==> src/rtl/uart_tx_if.sv <==
// Register bus for the UART transmitter: write strobe, read enable, address, data in/out.
interface uart_tx_if;
  logic       wren;
  logic       rden;
  logic [2:0] addr;
  logic [7:0] din;
  logic [8:0] dout;

  modport master (
    output wren,
    output rden,
    output addr,
    output din,
    input  dout
  );

  modport slave (
    input  wren,
    input  rden,
    input  addr,
    input  din,
    output dout
  );
endinterface

==> src/rtl/uart_tx.sv <==
// FIFO-buffered UART transmitter, 8N1 (8E1 with UART_TX_PARITY_EN defined); bit time 32*(PERIOD+1) clocks.
// Registers: 4=PERIOD, 5=TXDATA (write-only), 7=CTRL/STATUS.
module uart_tx #(
  parameter int FIFO_DEPTH = 16
) (
  input  logic       clk,
  input  logic       reset,
  uart_tx_if.slave   bus,
  output logic       txout
);

  localparam int AW = (FIFO_DEPTH > 1) ? $clog2(FIFO_DEPTH) : 1;
  localparam logic [AW:0] FULL_CNT = (AW+1)'(FIFO_DEPTH);

  localparam logic [2:0] A_PERIOD = 3'd4;
  localparam logic [2:0] A_TXDATA = 3'd5;
  localparam logic [2:0] A_CTRL   = 3'd7;

  typedef enum logic [2:0] {
    S_IDLE,
    S_START,
    S_DATA,
    S_STOP
`ifdef UART_TX_PARITY_EN
    , S_PARITY
`endif
  } state_t;

  state_t         state_reg, state_next;
  logic [7:0]     period_reg;
  logic [7:0]     period_act_reg;
  logic           txen_reg;
  logic           overrun_reg;
  logic [7:0]     presc_reg;
  logic [4:0]     tick_reg;
  logic [2:0]     bit_cnt_reg;
  logic [7:0]     data_reg;
  logic           txout_next;

  logic [7:0]     mem [FIFO_DEPTH];
  logic [AW-1:0]  wr_ptr_reg, rd_ptr_reg;
  logic [AW:0]    count_reg;

  logic wr_period, wr_data, wr_ctrl, flush;
  logic fifo_empty, fifo_full, bit_done;
  logic push, pop, overrun_set, tx_idle;

  assign wr_period  = bus.wren && (bus.addr == A_PERIOD);
  assign wr_data    = bus.wren && (bus.addr == A_TXDATA);
  assign wr_ctrl    = bus.wren && (bus.addr == A_CTRL);
  assign flush      = wr_ctrl && !bus.din[0];

  assign fifo_empty = (count_reg == '0);
  assign fifo_full  = (count_reg == FULL_CNT);
  assign bit_done   = (presc_reg == period_act_reg) && (tick_reg == 5'd31);

  // A pop in the same cycle frees a slot, so a write to a full FIFO still lands.
  assign push        = wr_data && txen_reg && (!fifo_full || pop);
  assign overrun_set = wr_data && txen_reg && fifo_full && !pop;
  assign tx_idle     = fifo_empty && (state_reg == S_IDLE);

  always_comb begin
    state_next = state_reg;
    pop        = 1'b0;
    txout_next = txout;
    case (state_reg)
      S_IDLE: begin
        if (txen_reg && !fifo_empty) begin
          pop        = 1'b1;
          state_next = S_START;
          txout_next = 1'b0;
        end
      end
      S_START: begin
        if (bit_done) begin
          state_next = S_DATA;
          txout_next = data_reg[0];
        end
      end
      S_DATA: begin
        if (bit_done) begin
          if (bit_cnt_reg == 3'd7) begin
`ifdef UART_TX_PARITY_EN
            state_next = S_PARITY;
            txout_next = ^data_reg;
`else
            state_next = S_STOP;
            txout_next = 1'b1;
`endif
          end else begin
            txout_next = data_reg[bit_cnt_reg + 3'd1];
          end
        end
      end
`ifdef UART_TX_PARITY_EN
      S_PARITY: begin
        if (bit_done) begin
          state_next = S_STOP;
          txout_next = 1'b1;
        end
      end
`endif
      S_STOP: begin
        if (bit_done) begin
          // Chain straight into the next start bit when more data is waiting.
          if (txen_reg && !fifo_empty) begin
            pop        = 1'b1;
            state_next = S_START;
            txout_next = 1'b0;
          end else begin
            state_next = S_IDLE;
            txout_next = 1'b1;
          end
        end
      end
      default: begin
        state_next = S_IDLE;
        txout_next = 1'b1;
      end
    endcase
    if (flush) begin
      state_next = S_IDLE;
      pop        = 1'b0;
      txout_next = 1'b1;
    end
  end

  always_ff @(posedge clk or posedge reset) begin
    if (reset) begin
      state_reg <= S_IDLE;
      txout     <= 1'b1;
    end else begin
      state_reg <= state_next;
      txout     <= txout_next;
    end
  end

  // The active period is only refreshed at a prescaler wrap or frame start.
  always_ff @(posedge clk or posedge reset) begin
    if (reset) begin
      presc_reg      <= 8'd0;
      tick_reg       <= 5'd0;
      bit_cnt_reg    <= 3'd0;
      period_act_reg <= 8'd0;
    end else if (flush || pop || (state_reg == S_IDLE)) begin
      presc_reg      <= 8'd0;
      tick_reg       <= 5'd0;
      bit_cnt_reg    <= 3'd0;
      period_act_reg <= period_reg;
    end else begin
      if (presc_reg == period_act_reg) begin
        presc_reg      <= 8'd0;
        tick_reg       <= tick_reg + 5'd1;
        period_act_reg <= period_reg;
      end else begin
        presc_reg <= presc_reg + 8'd1;
      end
      if ((state_reg == S_DATA) && bit_done) begin
        bit_cnt_reg <= bit_cnt_reg + 3'd1;
      end
    end
  end

  always_ff @(posedge clk or posedge reset) begin
    if (reset) begin
      period_reg  <= 8'h00;
      txen_reg    <= 1'b0;
      overrun_reg <= 1'b0;
    end else begin
      if (wr_period) begin
        period_reg <= bus.din;
      end
      if (wr_ctrl) begin
        txen_reg <= bus.din[0];
      end
      if (flush) begin
        overrun_reg <= 1'b0;
      end else if (overrun_set) begin
        overrun_reg <= 1'b1;
      end
    end
  end

  always_ff @(posedge clk or posedge reset) begin
    if (reset) begin
      wr_ptr_reg <= '0;
      rd_ptr_reg <= '0;
      count_reg  <= '0;
    end else if (flush) begin
      wr_ptr_reg <= '0;
      rd_ptr_reg <= '0;
      count_reg  <= '0;
    end else begin
      if (push) begin
        wr_ptr_reg <= wr_ptr_reg + AW'(1);
      end
      if (pop) begin
        rd_ptr_reg <= rd_ptr_reg + AW'(1);
      end
      case ({push, pop})
        2'b10:   count_reg <= count_reg + (AW+1)'(1);
        2'b01:   count_reg <= count_reg - (AW+1)'(1);
        default: count_reg <= count_reg;
      endcase
    end
  end

  // Storage has no reset so it maps onto block RAM; the pop is its registered read port.
  always_ff @(posedge clk) begin
    if (push) begin
      mem[wr_ptr_reg] <= bus.din;
    end
    if (pop) begin
      data_reg <= mem[rd_ptr_reg];
    end
  end

  always_comb begin
    bus.dout = 9'h000;
    if (bus.rden) begin
      case (bus.addr)
        A_PERIOD: bus.dout = {1'b0, period_reg};
        A_CTRL:   bus.dout = {5'b00000, tx_idle, overrun_reg, !fifo_full, txen_reg};
        default:  bus.dout = 9'h000;
      endcase
    end
  end

endmodule

==> src/flat_wrapper.sv <==
// flat-port wrapper written by rule: the top's interface ports become plain ports
module uart_tx_flat 
#(
  parameter int FIFO_DEPTH = 16
)
  (clk, reset, txout, bus_wren, bus_rden, bus_addr, bus_din, bus_dout);
  uart_tx_if bus_i ();
  input  logic clk;
  input  logic reset;
  output logic txout;
  input wire logic [$bits(bus_i.wren)-1:0] bus_wren;
  input wire logic [$bits(bus_i.rden)-1:0] bus_rden;
  input wire logic [$bits(bus_i.addr)-1:0] bus_addr;
  input wire logic [$bits(bus_i.din)-1:0] bus_din;
  output wire logic [$bits(bus_i.dout)-1:0] bus_dout;
  assign bus_i.wren = bus_wren;
  assign bus_i.rden = bus_rden;
  assign bus_i.addr = bus_addr;
  assign bus_i.din = bus_din;
  assign bus_dout = bus_i.dout;
  uart_tx #(.FIFO_DEPTH(FIFO_DEPTH)) u_core (.clk(clk), .reset(reset), .bus(bus_i), .txout(txout));
endmodule
==> config.mk <==
export PLATFORM = sky130hd
export DESIGN_NAME = uart_tx_flat
export DESIGN_NICKNAME = d
export VERILOG_FILES = /design/src/rtl/uart_tx_if.sv /design/src/rtl/uart_tx.sv /design/src/flat_wrapper.sv
export SDC_FILE = /design/constraint.sdc
export NUM_CORES = 1
export LEC_CHECK = 0
export CORE_ASPECT_RATIO = 0.5
export CORE_MARGIN = 2
export CORE_UTILIZATION = 55
export DETAILED_ROUTE_END_ITERATION = 7
export GPL_TIMING_DRIVEN = 1
export HOLD_SLACK_MARGIN = 0.15
export PLACE_DENSITY = 0.72
export RECOVER_POWER = 50
export SLEW_MARGIN = 25
export SYNTH_ARGS = -nofsm -noshare
export SYNTH_HDL_FRONTEND = slang
export SYNTH_SLANG_ARGS = --single-unit
==> constraint.sdc <==
create_clock -name clk -period 7.25 [get_ports clk]
set_input_delay 1.45 -clock clk [delete_from_list [all_inputs] [get_ports clk]]
set_output_delay 1.45 -clock clk [all_outputs]
set_load 0.02 [all_outputs]
==> impl_metrics.ini, run 1 <==
[placed_design]
portBuffers = 23
place.gp.congestion = 0.7908
postPlaceCellArea_um2 = 8516
placed_cells = 710
dp_hpwl_mm = 10.40

[finish]
drive_gt1_share_pct = 19.85
top_register = u_core.mem
fill_cells = 1054
largest_register_ffs = 128
finish.utilization_pct = 63.24
final_area_um2 = 9125
syn_to_final_growth_pct = 12.44
instances_no_fill = 742
fin_nets = 564
diodes = 0

[grt]
grt_pass1_vias = 4482
grt_overflow_total = 0
grt_max_degree = 51
track_usage_pct = 22.17
grt_pass1_wl_mm = 25.74
antenna_found_initial = 1

[synthesis]
async_flop_share_pct = 26.88
synth_ff_type = edfxtp_1
seq_area_frac_synth_pct = 65.76
syn-num-nets = 538
ys_ff_latch = 186
yosys_warnings = 0
synth.distinct_cells = 64
synth_edf_count = 136
syn_area_um2 = 8115
avgSynthCellArea_um2 = 16.07
syn_inst = 505

[clocking]
cts_root_buf = clkbuf_16
path_clk_slew_ns = 0.08
clk_latency_ns = 0.44
cts_setup_buffers = 0
cts_tree = built
cts_made_buffers = 17
cts_buffer_depth = 2
hold_buffers = 0
clock_sinks = 186
cts_resized = 0
htree_num_levels = 4

[sta]
fin_skew_ns = 0.01496
rsz0062_at_grt = no
fin_crit_ns = 4.735
hold_viol = 0
slew_violations = 87
fin_crit_sh_pct = 65.31
setup_violations = 0
fin_setup_tns_ns = 0
fmax_ghz = 0.2112
tightest_slew_ns = 2.934
slew_headroom_pct = -95.62

[worst_setup_path]
end_kind = output port
path_class = input port to output port
startpoint_type = input port
path_max_fanout = 8
cp.arrival_ns = 3.28
critical_path_required_ns = 5.80

[outcome]
failed_checks = max-capacitance violations, max-slew violations
outcome = finished, violations left

[route]
ant_nets = 0
first_pass_iters = 5
vias_per_cell = 5.949
routed_wl_mm = 16.16
drcViolationCount = 0
wl_per_cell_um = 21.78
drt_iter0_drc = 418
vias = 4414

[run]
maxCapViolations = 2

[die]
initial_core_util_pct = 56.24
core_area_um2 = 14430
dieArea_um2 = 15800
die-height_um = 89.90
ios = 25
dieWidth_um = 175.8
std_cell_rows = 31

[pwr]
power_density_nw_per_um2 = 349.7
leakage_nw = 3.260
vdd_ir_drop_max_v = 0.0002350

[min_path]
hp-class = flop to flop
[path summary, 6_finish.rpt]
path | slack, ns | startpoint | depth (start not counted) | endpoint
max reg2reg | 3.24 | u_core.rd_ptr_reg[0] | 3 | u_core.data_reg[6]
min in group asynchronous | 2.04 | reset | 2 | u_core.presc_reg[0]
max in group asynchronous | 4.08 | reset | 2 | u_core.rd_ptr_reg[0]
max | 2.52 | bus_addr[1] | 5 | bus_dout[1]
min | 0.50 | u_core.period_act_reg[5] | 2 | u_core.period_act_reg[5]
min reg2reg | 0.50 | u_core.period_act_reg[5] | 2 | u_core.period_act_reg[5]
[cell usage after synthesis (3+ instances only)]
master	instances	area, um2
or3_1	4	25.02
ha_1	17	212.7
buf_2	4	20.02
nand3_1	14	70.07
mux2i_1	6	60.06
inv_1	11	41.29
nor2_1	36	135.1
xnor2_1	14	122.6
edfxtp_1	136	4084
and2_1	16	100.1
and3_1	7	43.79
buf_1	3	11.26
nor3_1	7	35.03
nand2_1	35	131.4
a22oi_1	3	22.52
nand4_1	4	25.02
a21oi_1	10	50.05
mux4_2	42	945.9
clkbuf_1	8	30.03
o211ai_1	3	22.52
xor2_1	10	87.58
o21ai_0	4	20.02
mux2_2	10	112.6
dfrtp_1	49	1226
[metrics by stage]
stage	setup WS, ns	power (W)	hold slack (ns)
after floorplan	3.665	0.002029	0.4557
after global placement	2.582	0.002246	0.4746
after detailed placement	2.554	0.002260	0.4814
after CTS	2.548	0.003200	0.5026
after global routing	2.441	0.003353	0.5202
final	2.515	0.003191	0.4967
[per-layer routing]
layer | up-vias | global-route usage [%] | wire, um
li1 | 1995 | - | -
met1 | 2272 | 31.62 | 7342
met2 | 115 | 33.83 | 7599
met3 | 30 | 6.218 | 920
met4 | 2 | 6.474 | 284
met5 | - | 0 | 13
[report_power, final]
group	switching (W)	internal, W	total [W]
registers	0.000112	0.00125	0.00137
clock network	0.000470	0.000474	0.000944
logic	0.000464	0.000417	0.000881
[worst max-delay path, cell delays in order]
cell and delay [ns]:
clkdlybuf4s50_1 0.49, nor2_1 0.41, a22oi_1 0.17, nor2_1 0.14, clkdlybuf4s50_1 0.62
[logic make-up (layout without fill, tap and decap cells)]
| kind of cell | after synthesis | in the layout | share of synthesized area, % |
|---|---|---|---|
| other | 1 | 1 | 0.04621 |
| AO/OA/AOI/OAI | 42 | 42 | 3.978 |
| adder cells (fa/ha/maj) | 18 | 18 | 2.868 |
| buffers and inverters | 31 | 70 | 1.881 |
| XOR/XNOR | 24 | 24 | 2.590 |
| multiplexers | 58 | 58 | 13.78 |
| AND/OR/NAND/NOR | 145 | 145 | 9.097 |
| flip-flops | 186 | 186 | 65.76 |
[area by class of cell]
type / instances / area, um2 / area share (%)
Clock buffer: 17 / 425.4 / 4.662
Clock inverter: 15 / 188.9 / 2.070
Inverter: 11 / 42.54 / 0.4662
Multi-Input combinational cell: 288 / 2626 / 28.78
Sequential cell: 186 / 5338 / 58.49
Tap cell: 198 / 247.7 / 2.715
Timing Repair Buffer: 27 / 256.5 / 2.811
[cells in the final DEF, fill, tap and decap left out, drive strengths merged, types with 3 or more instances in the layout]
master and n:
ha 17, clkinv 7, mux4 42, o211ai 3, mux2i 6, o31ai 3, mux2 10, xnor2 14
buf 3, and3 9, o21ai 6, nand2 35, clkbuf 18, a211oi 3, a22oi 3, dfrtp 49
nand3 15, and2 18, or3 5, edfxtp 136, clkdlybuf4s50 13, dlygate4sd3 10, nand4 4, a21oi 10
nor3 7, nor2 37, xor2 10, and4 4, inv 18
Power figures use the tool's default switching activity.
==> run 2, diff against run 1 <==
PLACE_DENSITY = 0.74   (was 0.72)
clock period = 3.83 ns   (was 7.25 ns; I/O delays follow)
==> run 2 against run 1 <==
  * Sequential share of layout area fell by 0.28 points
  * Highest routed layer is now met4
  * Final cell count rose by 0.81%
  * Hold slack improved by 0.0077 ns
  * The flow now finishes without violations
  * Critical path type is now flop to flop
  * Clock power rose by 89%
  * Largest power group unchanged
  * Utilization rose by 0.30 points
  * Via count rose by 1.2%
  * Routed wire length fell by 0.27%
  * Critical path depth rose by 11
  * Final area rose by 0.48%
  * Global-route usage fell by 0.12 points
  * Flip-flop and latch count did not move
  * Count of clock-buffer cells in the layout did not move
==> impl_metrics.ini, run 2 (synthesized netlist as in run 1, its figures left out) <==
[outcome]
outcome = completed

[die]
dieWidth_um = 175.8
initial_core_util_pct = 56.24
ios = 25
core_area_um2 = 14430
std_cell_rows = 31
dieArea_um2 = 15800
die-height_um = 89.90

[finish]
layout_commonest_cell = edfxtp_1
syn_to_final_growth_pct = 12.98
final_cell_mix = edfxtp_1 (136), dfrtp_1 (48), mux4_2 (42)
top_register = u_core.mem
ff_latch_area_um2 = 5338
drive_gt1_share_pct = 20.00
largest_register_ffs = 128
multi_input_area_um2 = 2626
diodes = 0
fin_nets = 570
fill_cells = 1023

[placed_design]
place.gp.congestion = 0.8162
dp_hpwl_mm = 10.57
portBuffers = 23
dp_slack_ns = 0.3756

[pwr]
swShare_pct = 32.84
vdd_ir_drop_max_v = 0.0005374
power_density_nw_per_um2 = 659.8
switchingPower_w = 0.001987
p_seq_share_pct = 43.1
p_int_w = 0.004063
comb_power_share_pct = 27.5
clkPwrFrac_pct = 29.5
leakage_nw = 3.283

[clocking]
hold_buffers = 0
clock_sinks = 186
cts_tree = built
cts_root_buf = clkbuf_16
cts_buffer_depth = 2
htree_num_levels = 4
cts_setup_buffers = 0
cts_made_buffers = 17
path_clk_slew_ns = 0.07
clk_latency_ns = 0.43
cts_resized = 0

[route]
drcViolationCount = 0
wl_per_cell_um = 21.55
vias_per_cell = 5.973
first_pass_iters = 5
vias = 4468
routed_wl_mm = 16.12
ant_nets = 0
drt_iter0_drc = 426

[grt]
track_usage_pct = 22.05
grt_max_degree = 36
antenna_found_initial = 0
grt_pass1_vias = 4522
grt_pass1_wl_mm = 26.06
grt_overflow_total = 0

[sta]
fmax_ghz = 0.2859
fin_crit_ns = 3.498
fin_crit_sh_pct = 91.32
hold_viol = 0
tightest_slew_ns = 1.235
rsz0062_at_grt = no
fin_skew_ns = 0.01362
setup_violations = 0
fin_setup_tns_ns = 0
fin_ws_ns = 0.3324
slew_headroom_pct = 17.60
slew_violations = 0

[worst_setup_path]
critPathTopFamily = simple AND/OR/NAND/NOR gates
crit_buf_inv = 1
crit_slowest_cell = fa_1
startpoint_type = flop
cp.arrival_ns = 3.76
path_max_fanout = 5
critical_path_required_ns = 4.09
crit_chain = ha_1 -> and3_1 -> ha_1 -> nand4b_1 -> a21oi_1 -> nand3_1 -> and2_2 -> nor3_1 -> inv_1 -> fa_1 -> nor2b_1 -> o21ai_0 -> nand2b_1 -> nor2_1 -> a221oi_1 -> nor3_1
cpPeakStageDelay_ns = 0.43
path_class = flop to flop
end_kind = flop

[run]
maxCapViolations = 0

[min_path]
hp-class = flop to flop
[run 2: changes by cell type in the layout (fill, tap and decap cells not counted)]
cell and change:
inv_6 +4, clkbuf_1 +3, inv_8 -3, clkinvlp_4 +1, clkinv_8 +1, clkinvlp_2 -1
buf_4 +2, clkinv_4 -3, buf_12 +1, inv_1 +1
[run 2: tightest hold or removal path: stages (launching register included)]
cell     delay, ns
dfrtp_1       0.36
nand2_1       0.06
nand2_1       0.05
[run 2: power by group through the flow]
stage	sequential [W]	clock [W]	combinational [W]
6_report	0.00260	0.00178	0.00166
5_1_grt	0.00263	0.00188	0.00182
4_1_cts	0.00260	0.00180	0.00167
3_5_place_dp	0.00265	0	0.00166
3_3_place_gp	0.00264	0	0.00163
2_1_floorplan	0.00253	0	0.00131
[run 2: worst paths after layout]
kind                            slack [ns]                       end                startpoint  cells after the start
worst max-delay path                  0.33       u_core.count_reg[4]        u_core.tick_reg[0]                     16
worst min-delay path                  0.50  u_core.period_act_reg[5]  u_core.period_act_reg[5]                      2
worst min register to register        0.50  u_core.period_act_reg[5]  u_core.period_act_reg[5]                      2
worst max register to register        0.33       u_core.count_reg[4]        u_core.tick_reg[0]                     16
max in group asynchronous             1.12  u_core.period_act_reg[4]                     reset                      3
min in group asynchronous             1.12       u_core.presc_reg[4]                     reset                      2
[run 2: final cells by class]
type	count	share of cell area [%]
Sequential cell	186	58.22
Multi-Input combinational cell	288	28.64
Clock buffer	17	4.640
Timing Repair Buffer	33	3.302
Tap cell	198	2.702
Clock inverter	15	2.047
Inverter	11	0.4503
[run 2: through the flow]
step | hold WS [ns] | std cells | utilization, % | total power (W) | area (um2)
after global placement | 0.4742 | 716 | 59.40 | 0.004278 | 8571
after detailed placement | 0.4840 | 716 | 59.40 | 0.004303 | 8571
final | 0.5045 | 748 | 63.54 | 0.006050 | 9169
after CTS | 0.5069 | 748 | 63.65 | 0.006072 | 9184
after floorplan | 0.4557 | 505 | - | 0.003840 | 8115
after global routing | 0.5286 | 748 | 63.54 | 0.006328 | 9169
[run 2: metal layers]
layer,track usage (%),vias to the layer above,routed length [um]
met2,33.96,138,7592
met1,32.68,2312,7437
met4,5.234,0,138
met5,0,-,0
met3,4.822,14,950
li1,-,2004,-
